### config.mk
export PLATFORM = sky130hd
export DESIGN_NAME = adc_par_capture
export DESIGN_NICKNAME = d
export VERILOG_FILES = /design/src/rtl/adc_par_capture.sv
export SDC_FILE = /design/constraint.sdc
export NUM_CORES = 1
export LEC_CHECK = 0
export CAP_MARGIN = 20
export CELL_PAD_IN_SITES_DETAIL_PLACEMENT = 2
export CELL_PAD_IN_SITES_GLOBAL_PLACEMENT = 2
export CORE_MARGIN = 10
export CORE_UTILIZATION = 28
export CTS_CLUSTER_SIZE = 12
export DETAILED_ROUTE_END_ITERATION = 8
export PLACE_DENSITY = 0.54
export SYNTH_ARGS = -nofsm -noshare
export SYNTH_HDL_FRONTEND = slang
export SYNTH_SLANG_ARGS = --single-unit
### constraint.sdc
create_clock -name clk -period 5.7 [get_ports clk]
set_input_delay 0.57 -clock clk [delete_from_list [all_inputs] [get_ports clk]]
set_output_delay 0.57 -clock clk [all_outputs]
set_load 0.1 [all_outputs]
### src/rtl/adc_par_capture.sv
// Multi-channel parallel-ADC capture front end. It latches NUM_CH ADC words on
// falling edges of clk_sample, discards the start-up conversions, applies a
// saturating offset subtraction and streams the frames out through a FIFO on AXI-Stream.
module adc_par_capture #(
   parameter int ADC_DATA_WIDTH = 12,
   parameter int NUM_CH         = 2,
   parameter int DISCARD_CNT    = 4,
   parameter int FIFO_DEPTH     = 8
) (
   input  logic                             clk,
   input  logic                             rst_n,
   input  logic                             clk_sample,
   input  logic                             ready,
   input  logic [NUM_CH*ADC_DATA_WIDTH-1:0] data_in,
   input  logic                             cfg_enable,
   input  logic                             cfg_offset_en,
   input  logic [NUM_CH*ADC_DATA_WIDTH-1:0] cfg_offset,
   input  logic                             cfg_clear_ovf,
   output logic [NUM_CH*ADC_DATA_WIDTH-1:0] m_axis_tdata,
   output logic                             m_axis_tvalid,
   input  logic                             m_axis_tready,
   output logic                             m_axis_tuser,
   output logic                             eoc,
   output logic                             ovf_flag,
   output logic [15:0]                      ovf_count
);

   localparam int W   = ADC_DATA_WIDTH;
   localparam int DW  = NUM_CH * W;
   localparam int AW  = $clog2(FIFO_DEPTH);
   localparam int DCW = (DISCARD_CNT > 0) ? $clog2(DISCARD_CNT + 1) : 1;

   typedef enum logic [2:0] {
      IDLE,
      WAIT_LOW,
      ACQ,
      HOLD,
      WAIT_HIGH
   } state_t;

   state_t           state;
   logic             s1, s2, s3;
   logic             fall;
   logic [DCW-1:0]   disc_cnt;
   logic [DW-1:0]    raw_data;
   logic             raw_ready;
   logic             lat_valid;
   logic [DW-1:0]    proc_data;

   logic [DW:0]      mem [FIFO_DEPTH];
   logic [AW-1:0]    wr_ptr, rd_ptr;
   logic [AW:0]      mem_cnt;
   logic             full, pop, load, wr_en, drop;

   // Subtract as a (W+1)-bit two's-complement value; overflow into the top
   // bit pair means the result left the signed W-bit range.
   function automatic logic [W-1:0] offset_sat(input logic [W-1:0] raw, input logic [W-1:0] off);
      logic [W:0] diff;
      diff = {1'b0, raw} - {1'b0, off};
      if (diff[W] != diff[W-1])
         offset_sat = diff[W] ? {1'b1, {(W-1){1'b0}}} : {1'b0, {(W-1){1'b1}}};
      else
         offset_sat = diff[W-1:0];
   endfunction

   // NOTE: sequential state uses non-blocking assignments so every flop samples
   // pre-edge values and the synchronizer chain shifts by exactly one stage.
   always_ff @(posedge clk or negedge rst_n) begin
      if (!rst_n) begin
         s1 <= 1'b0;
         s2 <= 1'b0;
         s3 <= 1'b0;
      end else begin
         s1 <= clk_sample;
         s2 <= s1;
         s3 <= s2;
      end
   end

   assign fall = s3 & ~s2;

   always_ff @(posedge clk or negedge rst_n) begin
      if (!rst_n) begin
         state     <= IDLE;
         disc_cnt  <= DCW'(DISCARD_CNT);
         raw_data  <= '0;
         raw_ready <= 1'b0;
         lat_valid <= 1'b0;
      end else begin
         lat_valid <= 1'b0;
         if (!cfg_enable) begin
            state    <= IDLE;
            disc_cnt <= DCW'(DISCARD_CNT);
         end else begin
            case (state)
               IDLE:      state <= WAIT_LOW;
               WAIT_LOW:  if (fall) state <= ACQ;
               ACQ:       state <= HOLD;
               HOLD: begin
                  raw_data  <= data_in;
                  raw_ready <= ready;
                  if (disc_cnt != '0) disc_cnt  <= disc_cnt - 1'b1;
                  else                lat_valid <= 1'b1;
                  state <= WAIT_HIGH;
               end
               WAIT_HIGH: if (s2) state <= WAIT_LOW;
               default:   state <= IDLE;
            endcase
         end
      end
   end

   // NOTE: every variable driven here gets a default first, so no latch is inferred.
   always_comb begin
      proc_data = '0;
      for (int ch = 0; ch < NUM_CH; ch++) begin
         if (!raw_ready)
            proc_data[ch*W +: W] = '0;
         else if (cfg_offset_en)
            proc_data[ch*W +: W] = offset_sat(raw_data[ch*W +: W], cfg_offset[ch*W +: W]);
         else
            proc_data[ch*W +: W] = raw_data[ch*W +: W];
      end
   end

   // The output register counts toward capacity, so total storage is FIFO_DEPTH.
   assign full  = (mem_cnt + {{AW{1'b0}}, m_axis_tvalid}) == (AW+1)'(FIFO_DEPTH);
   assign pop   = m_axis_tvalid & m_axis_tready;
   assign load  = (mem_cnt != '0) & (~m_axis_tvalid | m_axis_tready);
   assign wr_en = lat_valid & (~full | pop);
   assign drop  = lat_valid & full & ~pop;

   // NOTE: the frame memory has no reset; the pointers and count define what is valid.
   always_ff @(posedge clk) begin
      if (wr_en) mem[wr_ptr] <= {~raw_ready, proc_data};
   end

   always_ff @(posedge clk or negedge rst_n) begin
      if (!rst_n) begin
         wr_ptr        <= '0;
         rd_ptr        <= '0;
         mem_cnt       <= '0;
         m_axis_tvalid <= 1'b0;
         m_axis_tdata  <= '0;
         m_axis_tuser  <= 1'b0;
         eoc           <= 1'b0;
         ovf_flag      <= 1'b0;
         ovf_count     <= '0;
      end else begin
         eoc <= wr_en;
         if (wr_en) wr_ptr <= wr_ptr + 1'b1;
         if (load) begin
            rd_ptr        <= rd_ptr + 1'b1;
            m_axis_tvalid <= 1'b1;
            {m_axis_tuser, m_axis_tdata} <= mem[rd_ptr];
         end else if (pop) begin
            m_axis_tvalid <= 1'b0;
         end
         case ({wr_en, load})
            2'b10:   mem_cnt <= mem_cnt + 1'b1;
            2'b01:   mem_cnt <= mem_cnt - 1'b1;
            default: mem_cnt <= mem_cnt;
         endcase
         if (cfg_clear_ovf) begin
            ovf_flag  <= drop;
            ovf_count <= drop ? 16'd1 : 16'd0;
         end else if (drop) begin
            ovf_flag <= 1'b1;
            if (ovf_count != 16'hFFFF) ovf_count <= ovf_count + 16'd1;
         end
      end
   end

endmodule
Word-level counts from Yosys, hierarchy flattened
Memories as Yosys holds them, arrays and structs flattened. A register that Yosys moved wholly into a read port is not among the register bits.
Index checks and enable logic that the tools add are counted.
{"block": "totals", "register_bits": 64, "mem_bits_rw": 200, "mem_count": 1, "word_cells": 93, "output_inout_bits": 44}
{"memory": "mem", "words": 8, "word_bits": 25, "read_ports": 1, "rd_ports_with_merged_regs": 1, "wr": 1, "line_no": "50", "source": "logic [DW:0] mem [FIFO_DEPTH];"}
{"block": "op_classes", "mux": 29, "addsub": 9, "n_eq_ne": 14, "bitwise": 13, "n_reduce_logical": 12}
{"op": "$mux W12", "n": 8}
{"op": "$mux W16", "n": 3}
{"op": "$sub A12 B12 Y13", "n": 2}
{"op": "$mux W3", "n": 6}
{"op": "$add A16 B1 Y16 const B", "n": 1}
{"op": "$ne A16 B16 Y1 const B", "n": 1}
{"op": "$pmux W3 S5", "n": 1}
{"op": "$mux W1", "n": 10}
{"op": "$pmux W4 S2", "n": 1}
{"op": "$reduce_and A2 Y1", "n": 4}
{"op": "$reduce_bool A2 Y1", "n": 4}
{"op": "$add A3 B1 Y3 const B", "n": 2}
{"op": "$and A1 B1 Y1", "n": 6}
{"op": "$eq A3 B2 Y1 const B", "n": 2}
{"op": "$ne A3 B3 Y1 const B", "n": 2}
{"op": "$not A1 Y1", "n": 5}
{"op": "$add A4 B1 Y4", "n": 1}
{"op": "$add A4 B1 Y4 const B", "n": 1}
{"op": "$eq A4 B4 Y1 const B", "n": 1}
{"op": "$ne A2 B1 Y1 const B", "n": 2}
{"op": "$reduce_bool A4 Y1", "n": 1}
{"op": "$sub A4 B1 Y4 const B", "n": 1}
{"op": "$eq A3 B1 Y1 const B", "n": 1}
{"op": "$eq A3 B3 Y1 const B", "n": 1}
{"op": "8 further kinds", "n": 10}

Depth between registers and ports, before layout
{"block": "logic_depth", "depth_word": 7, "mapped_depth": 13}

Least setup slack after synthesis
Ideal clock, no wire load.
{"block": "synth_path", "path_type": "reg2reg", "from": "register m_axis_tvalid", "to": "memory mem[1][0] (netlist bit), enable pin", "t_required_ns": 5.221, "stages_incl_launch_ff": 7, "n_path_buf": 0, "setup_slack_ns": 0.693, "arrival_ns": 4.528, "period_less_slack_ns": 5.007, "path_cell_list": "dfrtp_1 > ha_1 > ha_1 > nor3b_1 > o21ai_0 > nand2_1 > nor4b_1"}
{"block": "synth_via", "elab_chain_cells": 7, "elab_cells_between_ends": 8}
{"element": "start, declared", "line_no": "20", "source": "output logic m_axis_tvalid,"}
{"element": "start signal, assigned", "line_no": "143", "source": "m_axis_tvalid <= 1'b0;"}
{"element": "start signal, assigned", "line_no": "154", "source": "m_axis_tvalid <= 1'b1;"}
{"element": "start signal, assigned", "line_no": "157", "source": "m_axis_tvalid <= 1'b0;"}
{"element": "$add A4 B1 Y4", "line_no": "127", "source": "assign full = (mem_cnt + {{AW{1'b0}}, m_axis_tvalid}) == (AW+1)'(FIFO_DEPTH);"}
{"element": "$eq A4 B4 Y1", "line_no": "127"}
{"element": "$not A1 Y1", "line_no": "130", "source": "assign wr_en = lat_valid & (~full | pop);"}
{"element": "$or A1 B1 Y1 *", "line_no": "130"}
{"element": "$and A1 B1 Y1 *", "line_no": "130"}
{"element": "$mux W1 *", "line_no": "135", "source": "if (wr_en) mem[wr_ptr] <= {~raw_ready, proc_data};"}
{"element": "$mux W1 (not written as such) *", "line_no": "135"}
{"element": "end, declared", "line_no": "50"}
Mark *: on every way between the ends. The rest lies on a longest branch, timed or not.

Final worst setup path
{"block": "layout_path", "from": "input port cfg_offset[13]", "to": "memory mem[5][14] (netlist bit) (data pin)"}
{"block": "layout_via", "elab_chain_cells": 5, "elab_cells_between_ends": 6}
{"element": "start, declared", "line_no": "17", "source": "input logic [NUM_CH*ADC_DATA_WIDTH-1:0] cfg_offset,"}
{"element": "$sub A12 B12 Y13 *", "line_no": "59", "source": "diff = {1'b0, raw} - {1'b0, off};"}
{"element": "$mux W12 / $ne A1 B1 Y1 (equally long branches)", "line_no": "61, 60"}
{"element": "$mux W12 *", "line_no": "60", "source": "if (diff[W] != diff[W-1])"}
{"element": "$mux W12 *", "line_no": "119", "source": "else if (cfg_offset_en)"}
{"element": "$mux W12 *", "line_no": "117", "source": "if (!raw_ready)"}
{"element": "named net proc_data[14]", "line_no": "48", "source": "logic [DW-1:0] proc_data;"}
Mark *: on every way through the listed nets, which the timed path passes. The rest lies on a longest branch.

==> run_results.csv <==
group,metric,value,unit
status,status,"complete, no violations",
logic_synthesis,ys_seq_elements,289,
placed_design,post-dp-hpwl,22200,um
logic_synthesis,yosys.area.top_type_share,46.5,%
cells_and_area,antenna_cells,0,
drt,avgRoutedWirePerCell,21.2,um
setup_path,rrSetupSlack,2360,ps
timing,tns,0,ps
clock_network,path_clk_slew,60,ps
global_routing,grt_max_degree,56,
logic_synthesis,synth_xor_area_share,2.64,%
setup_path,critPathLaunchType,"primary input",
clock_network,cts_max_path_buffers,3,
pwr,power,0.00754,W
logic_synthesis,synthMuxAreaShare,13.4,%
logic_synthesis,avgSynthCellArea,15.0,um2
logic_synthesis,synth_edf_count,200,
global_routing,antenna_found_initial,0,
drt,wirelength,34100,um
logic_synthesis,ys_types,73,
timing,period_share,59.9,%
floorplan,ioPinCount,100,
timing,fmaxAchievable,293,MHz
logic_synthesis,netlist_instances,864,
logic_synthesis,async_flop_share,30.8,%
clock_network,cts_root_buf,"clkbuf_16",
setup_path,arrival,3630,ps
setup_path,r2r_start,"raw_data[12]",
floorplan,initial_core_util,28.4,%
cells_and_area,syn_to_final_growth,22.6,%
clock_network,cts_buffers,36,
cells_and_area,final_util,34.8,%
setup_path,timing.rr.end,"mem[5][14]",
drt,drtPass1Iterations,4,
clock_network,post_cts_buffers,0,
cells_and_area,drive_gt1_share,17.9,%
pwr,leakage,5.81,nW
floorplan,die_y,235,um
timing,worst_slack,2280,ps
pwr,p_clk_share,29.7,%
logic_synthesis,synth_fa_ha_area_share,3.60,%
min_path,hold_path_class,"in -> async",
floorplan,num_rows,78,
global_routing,grt.total_usage,12.4,%
logic_synthesis,yosys_warnings,0,
floorplan,die-area,55100,um2
logic_synthesis,syn_area,12900,um2
global_routing,grt_pass1_vias,8611,
timing,min_period,3420,ps
drt,ant_nets,0,
setup_path,end_kind,"register",
drt,via_per_inst,4.69,
placed_design,dp_slack,1740,ps
clock_network,tritoncts,"yes",
timing,worstMarginPinSlew,1060,ps
drt,initialDrtViolationCount,319,
pwr,vdd_drop_max,0.235,mV
drt,drc,0,
global_routing,grt_overflow,0,
logic_synthesis,synth_compound_area_share,7.20,%
clock_network,cts.sinks,289,
drt,dr_total_vias,7543,
logic_synthesis,ys_seq_area_share,63.7,%
cells_and_area,nNetsFinal,1075,
pwr,power_density,476,nW/um2
timing,hold_viol,0,
logic_synthesis,ys.flop_type,"edfxtp_1",
clock_network,cts_hold_repair.buffers,0,
setup_path,path_class,"in -> reg",
pwr,intPower,0.00479,W
placed_design,gp_congestion,0.759,
timing,slew_headroom,29.0,%
timing,clock_skew,16.5,ps
setup_path,rr_worst_depth,10,
flow_run,cap_violations,0,
logic_synthesis,synth-simple-area-share,7.16,%
floorplan,die_w,235,um
logic_synthesis,synth.area.top_cells,"edfxtp_1, dfrtp_1, mux4_2",
timing,drv_slew,0,
clock_network,cts_resized,0,
pwr,combPwrFrac,34.0,%
placed_design,port_buffers,99,
pwr,switching_share,36.5,%
logic_synthesis,synth_top_family_by_area,"multiplexers",
setup_path,worstPathMaxFanout,9,
setup_path,critPathRequiredTime,5910,ps
pwr,switchingPower,0.00275,W
clock_network,htree_levels,2,
floorplan,coreArea,45500,um2
pwr,sequentialPowerShare,36.4,%
global_routing,grt_first_pass_wirelength,53700,um
logic_synthesis,synth_fp_nets,956,
timing,finalSetupViolCount,0,
clock_network,clk-insertion-delay-late,540,ps
logic_synthesis,yosys.area.top_type,"edfxtp_1",
timing,rsz0062_at_grt,"no",
## flip-flops by register name, summed over array words and instances (netlist names)
signal         flops
ovf_count         16
rd_ptr             3
m_axis_tuser       1
raw_data          24
state              3
m_axis_tvalid      1
m_axis_tdata      24
ovf_flag           1
disc_cnt           3
mem              200
lat_valid          1
eoc                1
s1                 1
raw_ready          1
mem_cnt            4
wr_ptr             3
s2                 1
s3                 1
## worst max-delay path by stage
| stage | from | end | slack (ps) |
|---|---|---|---|
| 6_report | cfg_offset[13] | mem[5][14] | 2280 |
| 5_1_grt | raw_data[12] | mem[5][14] | 1960 |
| 4_1_cts | cfg_offset[13] | mem[5][14] | 2280 |
| 2_1_floorplan | m_axis_tvalid | mem[1][0] | 690 |
| 3_5_place_dp | cfg_offset[13] | mem[5][16] | 1740 |
| 3_3_place_gp | cfg_offset[0] | mem[3][10] | 1830 |
## final cells by class
class / instances / area (um2)
fillers: 4673 / 29600
repair buffers: 113 / 1090
clock inverters: 19 / 185
well taps: 600 / 751
multi-input cells: 503 / 4460
inverters: 40 / 150
clock buffers: 44 / 962
flip-flops and latches: 289 / 8240
## critical path: stages
cell and delay, ps:
clkdlybuf4s50_1 460, inv_1 70, ha_1 290, nor2b_1 140
o2111a_1 280, o21a_1 270, a21oi_2 220, mux2i_2 460
nor2_1 160, a31oi_1 710
## cell usage after synthesis (all sizes together), types with 2 or more instances
| cell type | n |
|---|---|
| or3b | 2 |
| a21oi | 50 |
| nor4 | 6 |
| o211ai | 3 |
| nor3b | 6 |
| and2 | 5 |
| nor3 | 19 |
| xor2 | 20 |
| mux2i | 29 |
| o31ai | 2 |
| nand2 | 52 |
| and4 | 3 |
| mux2 | 28 |
| fa | 2 |
| nand3b | 2 |
| buf | 10 |
| a31oi | 8 |
| edfxtp | 200 |
| o21bai | 3 |
| and3 | 4 |
| o21ai | 32 |
| a211oi | 2 |
| inv | 40 |
| nand4 | 2 |
| nor2 | 56 |
| xnor2 | 19 |
| a21o | 6 |
| or3 | 4 |
| nor4b | 3 |
| nor2b | 7 |
| nand2b | 6 |
| a22o | 5 |
| mux4 | 50 |
| a2111oi | 2 |
| nand3 | 5 |
| o21a | 11 |
| clkbuf | 22 |
| dfrtp | 88 |
| o22ai | 2 |
| ha | 34 |
## metrics by stage
| stage | instances | hold slack, ps | cell area, um2 |
|---|---|---|---|
| after global routing | 1608 | 55.2 | 15800 |
| after floorplan | 864 | 274 | 12900 |
| after CTS | 1608 | 31.3 | 15800 |
| final | 1608 | 15.0 | 15800 |
| after global placement | 1545 | 335 | 14700 |
| after detailed placement | 1545 | 339 | 14700 |
## power by group through the flow
stage               combinational (W)  clock, W  sequential [W]
floorplan                     0.00139         0         0.00327
global placement              0.00258         0         0.00280
detailed placement            0.00261         0         0.00280
CTS                           0.00262   0.00232         0.00276
global route                  0.00278   0.00240         0.00279
finish                        0.00256   0.00224         0.00274
## metal layers
layer	share of wire [%]	GRT usage, %	vias up
li1	-	-	3516
met1	47	16.3	3857
met2	47	20.2	121
met3	4.0	2.46	49
met4	2.1	3.70	0
met5	0	0	-
## cells by family after synthesis
group,count (synthesis)
flip-flops,289
XOR/XNOR,39
AO/OA/AOI/OAI,137
buffers and inverters,72
multiplexers,107
AND/OR/NAND/NOR,184
adder cells (fa/ha/maj),36
## placed cells by master, fill, tap and decap left out, types with 3 or more instances in the layout
| cell | netlist | routed |
|---|---|---|
| edfxtp_1 | 200 | 200 |
| clkdlybuf4s50_1 | 0 | 98 |
| dfrtp_1 | 88 | 86 |
| nor2_1 | 56 | 54 |
| nand2_1 | 51 | 51 |
| mux4_2 | 50 | 50 |
| a21oi_1 | 47 | 46 |
| inv_1 | 40 | 40 |
| clkbuf_16 | 0 | 37 |
| ha_1 | 34 | 34 |
| mux2_2 | 28 | 28 |
| mux2i_1 | 28 | 28 |
| o21ai_0 | 24 | 24 |
| xor2_1 | 20 | 20 |
| xnor2_1 | 19 | 19 |
| nor3_1 | 19 | 16 |
| buf_4 | 1 | 15 |
| o21a_1 | 10 | 10 |
| o21ai_1 | 8 | 8 |
| a31oi_1 | 8 | 8 |
| nor2b_1 | 7 | 7 |
| a21o_1 | 6 | 6 |
| nand2b_1 | 6 | 6 |
| clkinv_1 | 0 | 6 |
| clkbuf_1 | 22 | 6 |
| a22o_1 | 5 | 5 |
| nand3_1 | 5 | 5 |
| nor3b_1 | 5 | 4 |
| or3_1 | 4 | 4 |
| and3_1 | 4 | 4 |
| a21oi_2 | 3 | 3 |
| nor4_1 | 4 | 3 |
| o21bai_1 | 3 | 3 |
| nor3_2 | 0 | 3 |
| and2_1 | 3 | 3 |
| clkinv_2 | 0 | 3 |
| clkinvlp_4 | 0 | 3 |
| bufinv_16 | 0 | 3 |
(Power assumes the default switching activity.)
